==> config.mk <==
export PLATFORM = sky130hd
export DESIGN_NAME = dm_port_arbiter
export DESIGN_NICKNAME = d
export VERILOG_FILES = /design/src/rtl/dm_pkg.sv /design/src/rtl/dm_port_arbiter_be_decoder.sv /design/src/rtl/dm_port_arbiter.sv
export SDC_FILE = /design/constraint.sdc
export NUM_CORES = 1
export LEC_CHECK = 0
export CAP_MARGIN = 20
export CORE_MARGIN = 3
export CORE_UTILIZATION = 42
export CTS_CLUSTER_SIZE = 30
export DETAILED_ROUTE_END_ITERATION = 8
export HOLD_SLACK_MARGIN = 0.05
export PLACE_DENSITY = 0.93
export SLEW_MARGIN = 10
export SYNTH_ARGS = -nofsm -noshare
export SYNTH_HDL_FRONTEND = slang
export SYNTH_SLANG_ARGS = --single-unit
==> constraint.sdc <==
create_clock -name DMARB_i_clk -period 6.2 [get_ports DMARB_i_clk]
set_input_delay 1.24 -clock DMARB_i_clk [delete_from_list [all_inputs] [get_ports DMARB_i_clk]]
set_output_delay 1.24 -clock DMARB_i_clk [all_outputs]
set_load 0.02 [all_outputs]
==> src/rtl/dm_pkg.sv <==
// dm_pkg: shared encodings for the data-memory port arbiter.
// Mode codes, FSM states, captured request bundle and DM size default.
package dm_pkg;

  localparam int unsigned DM_SIZE_BYTES_DEFAULT = 12288;

  typedef enum logic [3:0] {
    MODE_WORD  = 4'd0,
    MODE_HALF  = 4'd1,
    MODE_HALFU = 4'd2,
    MODE_BYTE  = 4'd3,
    MODE_BYTEU = 4'd4
  } mode_e;

  typedef enum logic [1:0] {
    ST_IDLE  = 2'd0,
    ST_ISSUE = 2'd1,
    ST_RESP  = 2'd2
  } dmarb_state_e;

  typedef struct packed {
    logic        id;
    logic        we;
    logic [31:0] addr;
    logic [31:0] wdata;
    logic [3:0]  mode;
  } dm_req_t;

  function automatic logic mode_legal(input logic [3:0] m);
    return m <= MODE_BYTEU;
  endfunction

  function automatic logic mode_is_half(input logic [3:0] m);
    return (m == MODE_HALF) || (m == MODE_HALFU);
  endfunction

  function automatic logic mode_is_byte(input logic [3:0] m);
    return (m == MODE_BYTE) || (m == MODE_BYTEU);
  endfunction

endpackage

==> src/rtl/dm_port_arbiter_be_decoder.sv <==
// dm_port_arbiter_be_decoder: byte enables and misalignment flag
// from the low address bits and access mode.
module dm_port_arbiter_be_decoder
  import dm_pkg::*;
(
  input  logic [1:0] addr_lo,
  input  logic [3:0] mode,
  output logic [3:0] be,
  output logic       misalign
);

  always_comb begin
    be       = 4'b0000;
    misalign = 1'b0;
    unique case (1'b1)
      mode == MODE_WORD: begin
        be       = 4'b1111;
        misalign = |addr_lo;
      end
      mode_is_half(mode): begin
        be       = 4'b0011 << {addr_lo[1], 1'b0};
        misalign = addr_lo[0];
      end
      mode_is_byte(mode): begin
        be = 4'b0001 << addr_lo;
      end
      default: begin
        be       = 4'b0000;
        misalign = 1'b0;
      end
    endcase
  end

endmodule

==> src/rtl/dm_port_arbiter.sv <==
// dm_port_arbiter: shares one DM port between CPU MEM stage and an aux master.
// DMARB_ROUND_ROBIN_EN selects round-robin; otherwise requester 0 has priority.
module dm_port_arbiter
  import dm_pkg::*;
#(
  parameter int unsigned DM_SIZE_BYTES = DM_SIZE_BYTES_DEFAULT
) (
  input  logic        DMARB_i_clk,
  input  logic        DMARB_i_rst_n,
  input  logic [1:0]  DMARB_i_Valid,
  input  logic        DMARB_i_We0,
  input  logic        DMARB_i_We1,
  input  logic [31:0] DMARB_i_Addr0,
  input  logic [31:0] DMARB_i_Addr1,
  input  logic [31:0] DMARB_i_Wdata0,
  input  logic [31:0] DMARB_i_Wdata1,
  input  logic [3:0]  DMARB_i_Mode0,
  input  logic [3:0]  DMARB_i_Mode1,
  output logic [1:0]  DMARB_o_Ready,
  output logic [1:0]  DMARB_o_RespValid,
  output logic [31:0] DMARB_o_Rdata,
  output logic        DMARB_o_Err,
  output logic        DMARB_o_DmEn,
  output logic        DMARB_o_DmWe,
  output logic [31:0] DMARB_o_DmAddr,
  output logic [3:0]  DMARB_o_DmBe,
  output logic [31:0] DMARB_o_DmWdata,
  input  logic [31:0] DMARB_i_DmRdata
);

  dmarb_state_e state_q;
  dm_req_t      req_q;
  dm_req_t      req_in;
  logic [1:0]   grant;
  logic         accept;
  logic         acc_id;
  logic [3:0]   be_dec;
  logic         misalign;
  logic         out_of_range;
  logic         err;
  logic         issue_ok;
  logic         in_resp;
  logic [7:0]   b_lane;
  logic [15:0]  h_lane;
  logic [31:0]  ld_ext;
  logic [31:0]  st_lane;

`ifdef DMARB_ROUND_ROBIN_EN
  logic rr_q;

  always_comb begin
    grant = DMARB_i_Valid;
    if (&DMARB_i_Valid) begin
      grant = rr_q ? 2'b10 : 2'b01;
    end
  end

  always_ff @(posedge DMARB_i_clk or negedge DMARB_i_rst_n) begin
    if (!DMARB_i_rst_n) begin
      rr_q <= 1'b0;
    end else if (accept) begin
      rr_q <= ~acc_id;
    end
  end
`else
  assign grant = {DMARB_i_Valid[1] & ~DMARB_i_Valid[0],
                  DMARB_i_Valid[0]};
`endif

  // Ready is also held low while reset is asserted.
  assign DMARB_o_Ready = (state_q == ST_IDLE && DMARB_i_rst_n)
                       ? grant : 2'b00;
  assign accept = |(DMARB_o_Ready & DMARB_i_Valid);
  assign acc_id = DMARB_o_Ready[1];

  always_comb begin
    req_in.id = acc_id;
    if (acc_id) begin
      req_in.we    = DMARB_i_We1;
      req_in.addr  = DMARB_i_Addr1;
      req_in.wdata = DMARB_i_Wdata1;
      req_in.mode  = DMARB_i_Mode1;
    end else begin
      req_in.we    = DMARB_i_We0;
      req_in.addr  = DMARB_i_Addr0;
      req_in.wdata = DMARB_i_Wdata0;
      req_in.mode  = DMARB_i_Mode0;
    end
  end

  always_ff @(posedge DMARB_i_clk or negedge DMARB_i_rst_n) begin
    if (!DMARB_i_rst_n) begin
      state_q <= ST_IDLE;
      req_q   <= '0;
    end else begin
      unique case (state_q)
        ST_IDLE: begin
          if (accept) begin
            state_q <= ST_ISSUE;
            req_q   <= req_in;
          end
        end
        ST_ISSUE: state_q <= ST_RESP;
        ST_RESP:  state_q <= ST_IDLE;
        default:  state_q <= ST_IDLE;
      endcase
    end
  end

  dm_port_arbiter_be_decoder u_be_dec (
    .addr_lo  (req_q.addr[1:0]),
    .mode     (req_q.mode),
    .be       (be_dec),
    .misalign (misalign)
  );

  assign out_of_range = req_q.addr >= 32'(DM_SIZE_BYTES);
  assign err = ~mode_legal(req_q.mode) | misalign | out_of_range;

  assign issue_ok = (state_q == ST_ISSUE) && !err;
  assign in_resp  = (state_q == ST_RESP);

  always_comb begin
    st_lane = 32'h0;
    unique case (1'b1)
      req_q.mode == MODE_WORD:  st_lane = req_q.wdata;
      mode_is_half(req_q.mode): st_lane = {2{req_q.wdata[15:0]}};
      mode_is_byte(req_q.mode): st_lane = {4{req_q.wdata[7:0]}};
      default:                  st_lane = 32'h0;
    endcase
  end

  assign DMARB_o_DmEn    = issue_ok;
  assign DMARB_o_DmWe    = issue_ok & req_q.we;
  assign DMARB_o_DmAddr  = issue_ok ? {req_q.addr[31:2], 2'b00} : 32'h0;
  assign DMARB_o_DmBe    = issue_ok ? be_dec : 4'b0000;
  assign DMARB_o_DmWdata = issue_ok ? st_lane : 32'h0;

  // Lane extraction works on the word the DM returns this cycle.
  assign b_lane = 8'(DMARB_i_DmRdata >> {req_q.addr[1:0], 3'b000});
  assign h_lane = req_q.addr[1] ? DMARB_i_DmRdata[31:16]
                                : DMARB_i_DmRdata[15:0];

  always_comb begin
    ld_ext = 32'h0;
    unique case (1'b1)
      req_q.mode == MODE_WORD:  ld_ext = DMARB_i_DmRdata;
      req_q.mode == MODE_HALF:  ld_ext = {{16{h_lane[15]}}, h_lane};
      req_q.mode == MODE_HALFU: ld_ext = {16'h0, h_lane};
      req_q.mode == MODE_BYTE:  ld_ext = {{24{b_lane[7]}}, b_lane};
      req_q.mode == MODE_BYTEU: ld_ext = {24'h0, b_lane};
      default:                  ld_ext = 32'h0;
    endcase
  end

  assign DMARB_o_RespValid = in_resp ? (req_q.id ? 2'b10 : 2'b01)
                                     : 2'b00;
  assign DMARB_o_Err   = in_resp & err;
  assign DMARB_o_Rdata = (in_resp && !err && !req_q.we) ? ld_ext
                                                        : 32'h0;

endmodule
### Word level (Yosys, flattened, before mapping)

Index checks and enable logic that the tools add are counted.
W data, S select, Z words.

| operators by class | value |
|---|---|
| multiplexer cells | 15 |
| multiply operators | 0 |
| magnitude comparators | 2 |
| divide/modulo/power cells | 0 |
| $add $sub $neg | 0 |
| reduce and logical (&&, ||, !) cells | 13 |
| equality and inequality tests | 7 |
| bitwise logic cells | 8 |
| shifts and indexed selects | 3 |

Operators by type and width:

| kind | count |
|---|---|
| $pmux W32 S5 | 1 |
| $mux W32 | 3 |
| $pmux W32 S3 | 1 |
| $mux W69 | 1 |
| $ge A32 B14 Y1 const B | 1 |
| $shr A32 B5 Y8 | 1 |
| $mux W16 | 1 |
| $pmux W4 S3 | 1 |
| $eq A4 B2 Y1 const B | 2 |
| $mux W2 | 4 |
| $eq A4 B1 Y1 const B | 1 |
| $eq A4 B3 Y1 const B | 1 |
| $le A4 B3 Y1 const B | 1 |
| $logic_and A1 B1 Y1 | 4 |
| $logic_not A4 Y1 | 1 |
| $mux W4 | 1 |
| $pmux W2 S2 | 1 |
| $reduce_or A2 Y1 | 2 |
| $shl A1 B2 Y4 const A | 1 |
| $shl A2 B2 Y4 const A | 1 |
| $and A1 B1 Y1 | 3 |
| $and A2 B2 Y2 | 1 |
| $eq A2 B1 Y1 const B | 1 |
| $eq A2 B2 Y1 const B | 1 |
| other kinds (8) | 12 |

| storage, ports and cells | value |
|---|---|
| RAM bits | 0 |
| bits in latches | 0 |
| output and inout port bits | 107 |
| word-level logic and storage cells | 54 |
| bits of input ports | 174 |
| memories kept | 0 |
| flip-flop bits (word level) | 72 |
| bits in read-only memories | 0 |

### Logic depth before layout (Yosys ltp)

| logic depth | value |
|---|---|
| depth in word-level cells | 9 |
| depth in mapped cells | 7 |
| depth with buffers taken out | 4 |

### Cells and area by module

A second synthesis with hierarchy kept.

| unflattened totals | value |
|---|---|
| cells, all modules | 603 |
| area, all modules | 5046.1 um2 |

Modules (own cells, without submodules):

| module | seq. area each (um2) | cells an instance | area each (um2) | times used |
|---|---|---|---|---|
| dm_port_arbiter | 1801.7 | 578 | 4909.7 | 1 |
| dm_port_arbiter_be_decoder | 0.0 | 25 | 136.4 | 1 |

### Least setup slack after synthesis

OpenSTA, ideal clock, no wires.

| timing path | value |
|---|---|
| path kind | input to output |
| start point | input port DMARB_i_DmRdata[15] |
| end point | output port DMARB_o_Rdata[14] |
| data required time | 4960 ps |
| data arrival time | 2507 ps |
| buffers on the path | 1 |
| stages | 5 |
| path slack | 2453 ps |
| cells stage by stage | mux4_2 -> and4_1 -> buf_1 -> a21oi_1 -> a211oi_1 |

| on the way | value |
|---|---|
| longest elaborated chain between the ends | 3 |

Ends and longest elaborated chain:

| element | RTL line | source |
|---|---|---|
| start, declared | dm_port_arbiter.sv:28 | `input logic [31:0] DMARB_i_DmRdata` |
| $shr A32 B5 Y8 | dm_port_arbiter.sv:140 | `assign b_lane = 8'(DMARB_i_DmRdata >> {req_q.addr[1:0], 3'b000});` |
| $pmux W32 S5 | dm_port_arbiter.sv:146 | `unique case (1'b1)` |
| $mux W32 | dm_port_arbiter.sv:159 | `assign DMARB_o_Rdata = (in_resp && !err && !req_q.we) ? ld_ext` |
| end, declared | dm_port_arbiter.sv:21 | `output logic [31:0] DMARB_o_Rdata,` |

Every way passes these cells.

### Worst setup path after layout

| timing path | value |
|---|---|
| start point | input port DMARB_i_DmRdata[23] |
| end point | output port DMARB_o_Rdata[18] |

Same word-level chain as after synthesis.

==> impl_metrics.tcl <==
set metrics [dict create \
    cap_violations 0 \
    start_util 0.442 \
    fin_crit_ns 5.04 \
    critPathMaxFanout 16 \
    area_growth_pct 57.3 \
    drv_slew 0 \
    timing.fmax_mhz 198 \
    p_leak_nw 2.83 \
    synth_edf_count 0 \
    drc 0 \
    drt_wl_total_um 18800 \
    clk_path_buf_depth 2 \
    slowest_delay_ns 0.66 \
    worst_pin_slew_ns 1.07 \
    first_iter_violations 661 \
    yosysWarnings 0 \
    cp-start-kind "primary input" \
    worstHoldStart "req_q[67]" \
    clock_skew_ns 0.00425 \
    cts_setup_buffers 0 \
    worstPathRequired_ns 4.96 \
    crit_chain "clkdlybuf4s50_1 -> mux2_2 -> mux2_2 -> nand4_1 -> a211oi_1 -> clkdlybuf4s50_1" \
    ctsHoldBuffers 0 \
    syn-cell-area_mm2 0.00492 \
    grt_pass1_vias 5609 \
    drt_pass1_iterations 7 \
    grt_start_max_net_pins 74 \
    syn_inst 593 \
    hp-class "reg -> reg" \
    worst_path_max_delay_cell "clkdlybuf4s50_1" \
    die_h_um 114 \
    cts_sinks 72 \
    endpoint_kind "output port" \
    path_clk_slew_ns 0.05 \
    cts_resized 0 \
    cts_buffers 9 \
    cts_tree "yes" \
    startpoint "DMARB_i_DmRdata[23]" \
    cts-root-buf "clkbuf_16" \
    io_pins 281 \
    finalSetupViolations 0 \
    seq_area_frac_synth 0.366 \
    final_cell_mix "clkdlybuf4s50_1, nand2_1, a22oi_1" \
    gp_congestion 1.01 \
    final.setup.tns_ns 0 \
    reg2reg_slack_ns 3.77 \
    yosysUniqueCellTypes 51 \
    fin_nets 980 \
    hold_viol 0 \
    grt_use_total 0.280 \
    placed_cells 935 \
    synth_ff_type "dfrtp_1" \
    vias_per_cell 5.98 \
    timing.rr.start "state_q[0]" \
    gr-total-overflow 0 \
    synth-async-reset-ratio 1.00 \
    die-area_mm2 0.0130 \
    std_cell_rows 38 \
    wire_per_inst_um 19.8 \
    outcome "finished, final reports clean" \
    cts.htree.levels 3 \
    ys_seq_elements 72 \
    clock_latency_ns 0.33 \
    antenna-diode-count 0 \
    syn_area_per_cell_um2 8.29 \
    fin_cells 951 \
    slew-limit-headroom 0.283 \
    dp_hpwl_um 14000 \
    drive_gt1_frac 0.0629 \
    die-width_um 114 \
    powerDensity_mw_per_mm2 242 \
    cp.arrival_ns 3.80 \
    grt_pass1_wl_um 28900 \
    final_common_cell "clkdlybuf4s50_1" \
    peakVddDrop_mv 0.158 \
    rsz0062_at_grt "false" \
    fin_util 0.695 \
    fin_crit_sh 0.813 \
    antenna_left 0 \
    io_buffer_count 260 \
    critPathKind "in -> out" \
    antenna_found_initial 0 \
    num_vias 5687 \
    coreArea_mm2 0.0111 \
]
routing by layer:
metal | wire, um | up-vias | GRT usage
li1 | - | 2632 | -
met3 | 1540 | 56 | 0.0460
met5 | 0 | - | 0
met4 | 678 | 0 | 0.125
met1 | 7400 | 2657 | 0.345
met2 | 9180 | 342 | 0.480
cells in the mapped netlist (all sizes together) (2+ instances only):
cell type   n  area (um^2)
nor2        8         30.0
a222oi      8         80.1
or2         2         12.5
buf        47          292
a32oi       7         61.3
clkbuf     37          139
o22ai      13         81.3
a31o        2         17.5
a211oi     28          220
nand2b      3         18.8
nor4        4         25.0
nand3       4         20.0
mux2       10          113
o211ai      8         60.1
nor2b       3         18.8
and2        2         12.5
nor3       61          315
nand2      82          310
a221oi      7         61.3
inv        18         67.6
mux2i      11          110
dfrtp      72         1800
a22oi      75          563
o21ai      59          295
o21a        2         15.0
a21oi       3         15.0
sequential cells by signal, summed over array words and instances (netlist names):
signal	flops
req_q	70
state_q	2
path summary, 6_finish.rpt:
| path | end | cells after the start |
|---|---|---|
| min in group asynchronous | req_q[13] | 2 |
| max in group asynchronous | req_q[33] | 2 |
| hold reg to reg | req_q[67] | 2 |
| setup reg to reg | req_q[0] | 4 |
| hold / removal | req_q[67] | 2 |
| setup / recovery | DMARB_o_Rdata[18] | 6 |
through the flow:
| stage | total power [mW] | area, um^2 | setup slack (ns) | hold WS (ns) |
|---|---|---|---|---|
| 4_1_cts | 1.87 | 7730 | 1.20 | 0.483 |
| 2_1_floorplan | 1.06 | 4990 | 2.45 | 0.449 |
| 6_report | 1.87 | 7730 | 1.16 | 0.482 |
| 3_5_place_dp | 1.31 | 7410 | 1.21 | 0.469 |
| 5_1_grt | 1.98 | 7730 | 1.01 | 0.506 |
| 3_3_place_gp | 1.28 | 7410 | 1.36 | 0.463 |
worst max-delay path, delay by kind of cell:
| family | cells | cell delay, ns |
|---|---|---|
| buf+inv | 2 | 1.20 |
| simple gates | 1 | 0.58 |
| compound gates | 1 | 0.46 |
| mux | 2 | 0.31 |
area by class of cell:
cell class / instances / area (um^2)
fill: 878 / 3390
clock inverter: 6 / 82.6
sequential: 72 / 1800
clock buffer: 10 / 239
tap: 140 / 175
inverter: 19 / 71.3
multi-input combinational: 437 / 2720
timing repair buffer: 267 / 2650
kinds of logic after synthesis:
logic type | share of synthesized area
buffers and inverters | 0.102
xor gates and xnor gates | 0.00178
AOI/OAI and AO/OA | 0.308
other | 0.000762
muxes | 0.0499
and+or+nand+nor | 0.169
DFF | 0.366
adders and majority gates | 0.00204
power breakdown:
group	internal, mW	switching (mW)
clock	0.361	0.192
sequential	0.577	0.122
combinational	0.277	0.340
total	1.21	0.654
Power figures use the tool's default switching activity.
